==> src/rtl/decode_stage.sv <==
// decode_stage: instruction decode with branch/jump redirect control.
// Plain instructions pass to execute one cycle later. JMP, BEQZ and BNEZ are
// consumed here and request a fetch redirect. A conditional branch whose zero
// flag is not yet available parks in WAIT_FLAG, stalling fetch, until the flag
// arrives or the wait counter times out (resolved not-taken).
// Optional feature: define DECODE_PERF_CNT_EN to build the saturating
// taken-branch counter on br_count; otherwise br_count is tied to zero.
module decode_stage (
  input  logic        clk,
  input  logic        rst,
  input  logic [31:0] instr,
  input  logic [6:0]  pc_in,
  input  logic        bubble_in,
  input  logic        zero_flag,
  input  logic        zero_valid,
  output logic        dec,
  output logic [6:0]  pc_mux,
  output logic        enbl,
  output logic [31:0] instr_out,
  output logic [6:0]  pc_out,
  output logic        valid_out,
  output logic        timeout,
  output logic [15:0] br_count
);

  localparam logic [5:0] OP_JMP  = 6'h02;
  localparam logic [5:0] OP_BEQZ = 6'h04;
  localparam logic [5:0] OP_BNEZ = 6'h05;
  localparam logic [3:0] WAIT_LAST = 4'd14;

  typedef enum logic [1:0] {RUN, WAIT_FLAG, REDIRECT, FLUSH} state_t;

  state_t      state_q, state_d;
  logic        dec_q, dec_d;
  logic [6:0]  pc_mux_q, pc_mux_d;
  logic        enbl_q, enbl_d;
  logic [31:0] instr_out_q, instr_out_d;
  logic [6:0]  pc_out_q, pc_out_d;
  logic        valid_out_q, valid_out_d;
  logic        timeout_q, timeout_d;
  logic [3:0]  wait_cnt_q, wait_cnt_d;
  logic [6:0]  tgt_q, tgt_d;
  logic        is_ne_q, is_ne_d;

  logic [5:0]  opcode;
  logic        accept;
  logic [6:0]  br_tgt;

  // Branch condition: BEQZ takes on zero, BNEZ takes on non-zero.
  function automatic logic br_taken(input logic is_ne, input logic flag);
    return is_ne ? ~flag : flag;
  endfunction

  // Next-state and registered-output computation.
  always_comb begin
    opcode      = instr[31:26];
    accept      = (state_q == RUN) && !bubble_in;
    br_tgt      = pc_in + instr[6:0];
    state_d     = state_q;
    pc_mux_d    = pc_mux_q;
    instr_out_d = instr_out_q;
    pc_out_d    = pc_out_q;
    valid_out_d = 1'b0;
    timeout_d   = 1'b0;
    wait_cnt_d  = wait_cnt_q;
    tgt_d       = tgt_q;
    is_ne_d     = is_ne_q;
    case (state_q)
      RUN: begin
        if (accept) begin
          if (opcode == OP_JMP) begin
            state_d  = REDIRECT;
            pc_mux_d = instr[6:0];
          end else if (opcode == OP_BEQZ || opcode == OP_BNEZ) begin
            if (zero_valid) begin
              if (br_taken(opcode == OP_BNEZ, zero_flag)) begin
                state_d  = REDIRECT;
                pc_mux_d = br_tgt;
              end
            end else begin
              state_d    = WAIT_FLAG;
              tgt_d      = br_tgt;
              is_ne_d    = (opcode == OP_BNEZ);
              wait_cnt_d = 4'd0;
            end
          end else begin
            instr_out_d = instr;
            pc_out_d    = pc_in;
            valid_out_d = 1'b1;
          end
        end
      end
      WAIT_FLAG: begin
        // A valid flag wins over both a bubble and the timeout.
        if (zero_valid) begin
          if (br_taken(is_ne_q, zero_flag)) begin
            state_d  = REDIRECT;
            pc_mux_d = tgt_q;
          end else begin
            state_d = RUN;
          end
        end else if (wait_cnt_q == WAIT_LAST) begin
          wait_cnt_d = wait_cnt_q + 4'd1;
          timeout_d  = 1'b1;
          state_d    = RUN;
        end else begin
          wait_cnt_d = wait_cnt_q + 4'd1;
        end
      end
      REDIRECT: state_d = FLUSH;
      FLUSH:    state_d = RUN;
      default:  state_d = RUN;
    endcase
    dec_d  = (state_d == REDIRECT);
    enbl_d = (state_d != WAIT_FLAG);
  end

  // State and output registers; reset abandons any pending branch.
  always_ff @(posedge clk or posedge rst) begin
    if (rst) begin
      state_q     <= RUN;
      dec_q       <= 1'b0;
      pc_mux_q    <= 7'd0;
      enbl_q      <= 1'b1;
      instr_out_q <= 32'd0;
      pc_out_q    <= 7'd0;
      valid_out_q <= 1'b0;
      timeout_q   <= 1'b0;
      wait_cnt_q  <= 4'd0;
      tgt_q       <= 7'd0;
      is_ne_q     <= 1'b0;
    end else begin
      state_q     <= state_d;
      dec_q       <= dec_d;
      pc_mux_q    <= pc_mux_d;
      enbl_q      <= enbl_d;
      instr_out_q <= instr_out_d;
      pc_out_q    <= pc_out_d;
      valid_out_q <= valid_out_d;
      timeout_q   <= timeout_d;
      wait_cnt_q  <= wait_cnt_d;
      tgt_q       <= tgt_d;
      is_ne_q     <= is_ne_d;
    end
  end

  assign dec       = dec_q;
  assign pc_mux    = pc_mux_q;
  assign enbl      = enbl_q;
  assign instr_out = instr_out_q;
  assign pc_out    = pc_out_q;
  assign valid_out = valid_out_q;
  assign timeout   = timeout_q;

`ifdef DECODE_PERF_CNT_EN
  logic [15:0] br_count_q, br_count_d;

  // Saturating count of REDIRECT entries.
  always_comb begin
    br_count_d = br_count_q;
    if (state_d == REDIRECT && state_q != REDIRECT && br_count_q != 16'hFFFF)
      br_count_d = br_count_q + 16'd1;
  end

  // Taken-branch counter register.
  always_ff @(posedge clk or posedge rst) begin
    if (rst) br_count_q <= 16'd0;
    else     br_count_q <= br_count_d;
  end

  assign br_count = br_count_q;
`else
  assign br_count = 16'd0;
`endif

endmodule

==> config.mk <==
export PLATFORM = sky130hd
export DESIGN_NAME = decode_stage
export DESIGN_NICKNAME = d
export VERILOG_FILES = /design/src/rtl/decode_stage.sv
export SDC_FILE = /design/constraint.sdc
export NUM_CORES = 1
export LEC_CHECK = 0
export CAP_MARGIN = 15
export CORE_UTILIZATION = 41
export DETAILED_ROUTE_END_ITERATION = 6
export GPL_TIMING_DRIVEN = 1
export PLACE_DENSITY = 0.88
export SLEW_MARGIN = 20
export SYNTH_ARGS = -nofsm -noshare
export SYNTH_HDL_FRONTEND = slang
export SYNTH_SLANG_ARGS = --single-unit
==> constraint.sdc <==
create_clock -name clk -period 1.7 [get_ports clk]
set_input_delay 0.255 -clock clk [delete_from_list [all_inputs] [get_ports clk]]
set_output_delay 0.255 -clock clk [all_outputs]
set_load 0.03 [all_outputs]
==> Yosys cells after proc, flatten, opt, wreduce, memory -nomap -nowiden <==
Cells that the tools add are included.
{ "classes": {"n_addsub": 2, "n_mul": 0, "n_div": 0, "n_lt_le_gt_ge": 0, "eq_ne": 19, "n_shift": 0, "mux": 32, "bitwise_logic": 4, "reduce_logical": 9} }
{ "op_table": {"columns": ["op", "n"], "rows": [
  ["$mux 7", 7],
  ["$mux 4", 5],
  ["$mux 2", 8],
  ["$pmux 7 s2", 1],
  ["$eq 6x3->1 const B", 2],
  ["$ne 2x2->1 const B", 6],
  ["$mux 1", 9],
  ["$pmux 2 s4", 1],
  ["$pmux 4 s2", 1],
  ["$add 7x7->7", 1],
  ["$reduce_and 7->1", 1],
  ["$eq 2x2->1 const B", 3],
  ["$eq 6x2->1 const B", 1],
  ["$ne 3x1->1 const B", 2],
  ["$reduce_and 6->1", 1],
  ["$reduce_and 5->1", 1],
  ["$add 4x1->4 const B", 1],
  ["$eq 4x4->1 const B", 1],
  ["$ne 2x1->1 const B", 2],
  ["$not 1->1", 4],
  ["$reduce_and 4->1", 1],
  ["$ne 3x2->1 const B", 1],
  ["$eq 2x1->1 const B", 1],
  ["$logic_not 2->1", 1],
  ["other kinds (4)", 4]
]} }
{ "totals": {"reg_bits": 64, "latchBits": 0, "mem_bits_rw": 0, "mem_bits_ro": 0, "inputBits": 44, "out_inout_bits": 66, "wordCells": 77, "memories": 0} }

==> Logic depth before layout (Yosys ltp) <==
{ "logic_depth": {"ltp_word": 9, "depth_mapped": 7, "depth_no_buf": 7} }

==> Least setup slack after synthesis <==
Ideal clock, no wire load.
{ "synth_timing": {"path_type": "input-to-reg", "start": "in instr[0]", "end": "reg pc_mux_q[4], in the netlist pc_mux[4]", "setup_time_ns": 0.079, "arrival_time_ns": 1.789, "required_time_ns": 1.621, "path_slack_ns": -0.169, "path_stages": 7, "n_path_buf": 0, "path_cell_list": "ha_1 fa_1 a211oi_1 nor2_1 o311ai_0 o21ai_0 mux2i_1"} }
{ "synth_between": {"elab_chain_cells": 7} }
{ "synth_rtl": {"columns": ["item", "line", "text"], "rows": [
  ["start, declared", "11", "input logic [31:0] instr,"],
  ["$add 7x7->7", "58", "br_tgt = pc_in + instr[6:0];"],
  ["$mux 7", "76", "if (br_taken(opcode == OP_BNEZ, zero_flag)) begin"],
  ["$mux 7", "75", "if (zero_valid) begin"],
  ["$mux 7", "74", "end else if (opcode == OP_BEQZ || opcode == OP_BNEZ) begin"],
  ["$mux 7", "71", "if (opcode == OP_JMP) begin"],
  ["$mux 7", "70", "if (accept) begin"],
  ["$pmux 7 s2", "68", "case (state_q)"],
  ["end signal, assigned", "135", "pc_mux_q <= pc_mux_d;"],
  ["end, declared", "35", "logic [6:0] pc_mux_q, pc_mux_d;"]
]} }
Every way passes these cells. The select of a mux whose other input is x is not followed.
A chain may end at the register's enable or synchronous reset.

==> Final worst setup path <==
{ "layout_timing": {"start": "in instr[1]", "end": "reg pc_mux_q[4], in the netlist pc_mux[4]"} }
Same word-level chain as after synthesis.

==> run summary <==
The latest clock arrival within the worst-skew pair is 340 ps. Of the post-synthesis cell area, the dominant cell type holds 0.511. The number of slew-limit violations in the final report is 0. The synthesized design contains 64 register bits.

Dividing the detail-routed via count by the number of cells gives 5.06. The mux cell area share after synthesis came out at 0.161. The per-instance average area after synthesis came out at 11.6 um2. For the worst setup path, the data required time is 1960 ps. The die boundary width came out at 88.7 um. The final worst-path cycle share came out at 0.999.

Clock skew on the completed layout was measured at 7.89 ps. The met3 capacity usage during global routing came out at 0.0532. By area, the combinational part of the netlist is dominated by multiplexers. The number of clock sinks seen by CTS is 64. Of the total power, the share spent switching nets is 0.397. After floorplanning, the core was sized to cover 7250 um2. On the final layout, the worst hold slack is 199 ps. Summing internal, switching and leakage power gives 0.00811 W.

The leakage power of the design is 2.14 nW. The area share of xor/xnor cells in the synthesized design came out at 0.0199. The mapped cell area is 3080 um2.

The count of buffers from port buffering is 93. The count of endpoints failing hold in the final timing report is 0. The sequential cell fraction of total power is 0.321. By area the synthesized netlist is led by sky130_fd_sc_hd__dfrtp_1 (51%), sky130_fd_sc_hd__mux2_2 (13%), sky130_fd_sc_hd__buf_4 (3.9%), sky130_fd_sc_hd__ha_1 (3.2%), sky130_fd_sc_hd__nand2_1 (3.0%). The number of antenna repair diodes came out at 0.

The critical path goes through dlygate4sd2_1 > fa_2 > a211oi_4 > nor2_2 > o311ai_1 > o21ai_1 > mux2i_1. The pin count of the biggest net entering global routing is 43. For this run, the share of the core covered by cells in the final layout is 0.641. The library cell used most frequently in the layout, excluding fill and tap cells, is sky130_fd_sc_hd__clkdlybuf4s50_1. The minimum setup slack after placement is -661 ps. The count of nets after finishing came out at 449. The internal power of the cells totals 0.00489 W. The total congestion overflow came out at 0. Setup repair after global routing could not meet its margin everywhere. The minimum setup slack in the final design is 2.27 ps.

The wire length after detailed routing is 7.85 mm. In the synthesized netlist, the number of instances is 266. The number of flops mapped to enable cells by yosys came out at 0. The data arrival time of the worst path came out at 1960 ps. The die area is 7870 um2.

In the synthesized netlist the dominant register cell turns out to be sky130_fd_sc_hd__dfrtp_1. The setup path with the least slack is of type in -> reg. The total of fill cells in the finished design is 567. The async set-reset flop share out of synthesis came out at 1.00. The delay of the slowest critical-path stage is 440 ps. The post-synthesis compound-gate area fraction was 0.0917. The count of unresolved DRC violations after routing came out at 0. The layer with the highest usage is met2. The total iterations of the first detailed-routing run is 4. The detail-routed net length per standard cell is 15.7 um. Power spread over the standard cell area amounts to 1740 nW/um2.

The routed via count is 2532. TritonCTS built the clock tree. The critical path launch point type is an input port. The library cell used as clock root buffer is sky130_fd_sc_hd__clkbuf_8.

The min-delay analysis places its worst path in the category in -> reg. The switching power is 0.00322 W. The share of total power dissipated in the clock network is 0.167.

The sequential share of the synthesized area came out at 0.520. Across the run, the number of max-cap violations was 0. The number of antenna violations at the first check in global routing was 0. The cell at the slowest stage of the critical path is sky130_fd_sc_hd__fa_2. The congestion estimate from routability-driven global placement came to 0.823. The achievable clock frequency is 589 MHz. Registers take 1600 um2. Setup violations remaining at the end of the flow were counted as 0. The synthesized netlist contains 49 unique library cells. The number of top-level pins is 110. The post-CTS clock slew at the launch and capture registers of the worst setup and hold paths came out at 70 ps. The first-pass GRT wire length came out at 12.1 mm.

The fraction of the mapped netlist area in adder cells came out at 0.0390. For met2 alone, demand over resource in global routing was 0.332. The placement row count is 31. The H-tree depth is 3.

The initial standard-cell utilization of the core is 0.425. The worst-case IR drop observed on VDD is 0.967 mV. The fraction of power consumed by combinational cells is 0.512. In the layout the commonest cells are sky130_fd_sc_hd__clkdlybuf4s50_1 (81), sky130_fd_sc_hd__dfrtp_1 (63), sky130_fd_sc_hd__mux2_2 (36). In the final layout, the share of cells above drive strength 1 is 0.297. In this run the remaining antenna-violating nets after routing total 0.

The overall track demand over capacity in global routing is 0.207. The post-detailed-placement half-perimeter wirelength came out at 5.54 mm. The flow ran to the end, and the final reports show no timing, DRC or antenna violations. The area occupied by multi-input gates is 1430 um2.

Of the total synthesized cell area, the portion taken by AND, OR, NAND and NOR gates is 0.0950. The via count of the first global-routing pass came to 2544. The kind of end point of the critical path is a flip-flop. Of all nets on the critical path, the largest fanout is 4. The Yosys warning count is 0.

The initial DRC count came out at 131. The growth of design area from synthesis to finish is 50.8%. The number of buffers added by the clock tree synthesis step came out at 9. The maximum clock path buffer count came out at 2. The post-layout minimum cycle time came out at 1700 ps. The synthesized design spends more area on one cell type than any other, namely sky130_fd_sc_hd__dfrtp_1. The die height came out at 88.7 um. The met1 global-route usage came out at 0.257.
worst paths after layout:
path,start,endpoint,slack (ps),cells after the start
setup / recovery,instr[1],pc_mux[4],2,7
min in group asynchronous,rst,instr_out[25],320,3
setup reg to reg,state_q[1],pc_mux[1],70,4
hold / removal,pc_in[0],pc_out[0],200,2
hold reg to reg,tgt_q[6],tgt_q[6],500,2
max in group asynchronous,rst,enbl,1060,3
sequential cells by signal, indices dropped and copies added, names as in the netlist:
signal,count
dec,1
enbl,1
tgt_q,7
is_ne_q,1
pc_out,7
instr_out,32
state_q,2
wait_cnt_q,4
pc_mux,7
timeout,1
valid_out,1
final cells by class:
cell class | count | share of cell area
clock buffer | 11 | 0.0326
sequential | 64 | 0.345
inverter | 14 | 0.0121
tap | 99 | 0.0266
multi-input combinational | 177 | 0.307
timing repair buffer | 130 | 0.265
clock inverter | 5 | 0.0118
kinds of logic (layout without fill, tap and decap cells):
logic type / after synthesis / in the layout
muxes: 44 / 44
AOI/OAI and AO/OA: 41 / 41
and+or+nand+nor: 60 / 60
xor gates and xnor gates: 7 / 7
buffers and inverters: 40 / 160
adders and majority gates: 9 / 9
DFF: 64 / 64
other: 1 / 16
per-layer routing:
layer / wire (um) / part of all wire
met3: 520 / 0.066
met5: 0 / 0
met4: 157 / 0.020
met1: 3170 / 0.40
met2: 4000 / 0.51
power groups by stage:
stage | sequential, W | combinational (W) | clock, W
final | 0.00260 | 0.00415 | 0.00136
after global routing | 0.00268 | 0.00438 | 0.00146
after CTS | 0.00260 | 0.00413 | 0.00139
after detailed placement | 0.00261 | 0.00410 | 0
after global placement | 0.00256 | 0.00401 | 0
after floorplan | 0.00371 | 0.00127 | 0
metrics by stage:
stage / std cells / setup TNS [ps] / cell area [um2]
5_1_grt: 500 / -106 / 4650
3_3_place_gp: 481 / -17780 / 4320
4_1_cts: 498 / 0 / 4580
6_report: 500 / 0 / 4650
3_5_place_dp: 481 / -20630 / 4320
2_1_floorplan: 281 / -61.0 / 3150
synthesized netlist by cell type, drive strengths merged, types with 3 or more instances:
master,number
a31oi,5
a211oi,4
mux2,38
dfrtp,63
nor2,11
a21oi,3
buf,21
inv,14
clkbuf,5
nand3,9
nand2,26
nor3,4
o21ai,12
nor3b,3
xnor2,5
ha,8
mux2i,6
critical path, delay by kind of cell:
kind / cells / cell delay, ps
buffers and inverters: 1 / 300
adders and majority gates: 1 / 440
and+or+nand+nor: 1 / 100
AOI/OAI and AO/OA: 3 / 720
muxes: 1 / 130
repair_timing:
item                       4_1_cts  5_1_grt
buffers inserted                 1        2
pin swaps                        9       13
setup endpoints to repair       16       31
hold endpoints to repair         0        0
resized for setup               19       19
hold buffers                     0        0
cloned                           0        0
No activity file was read; power rests on OpenSTA's default activity.
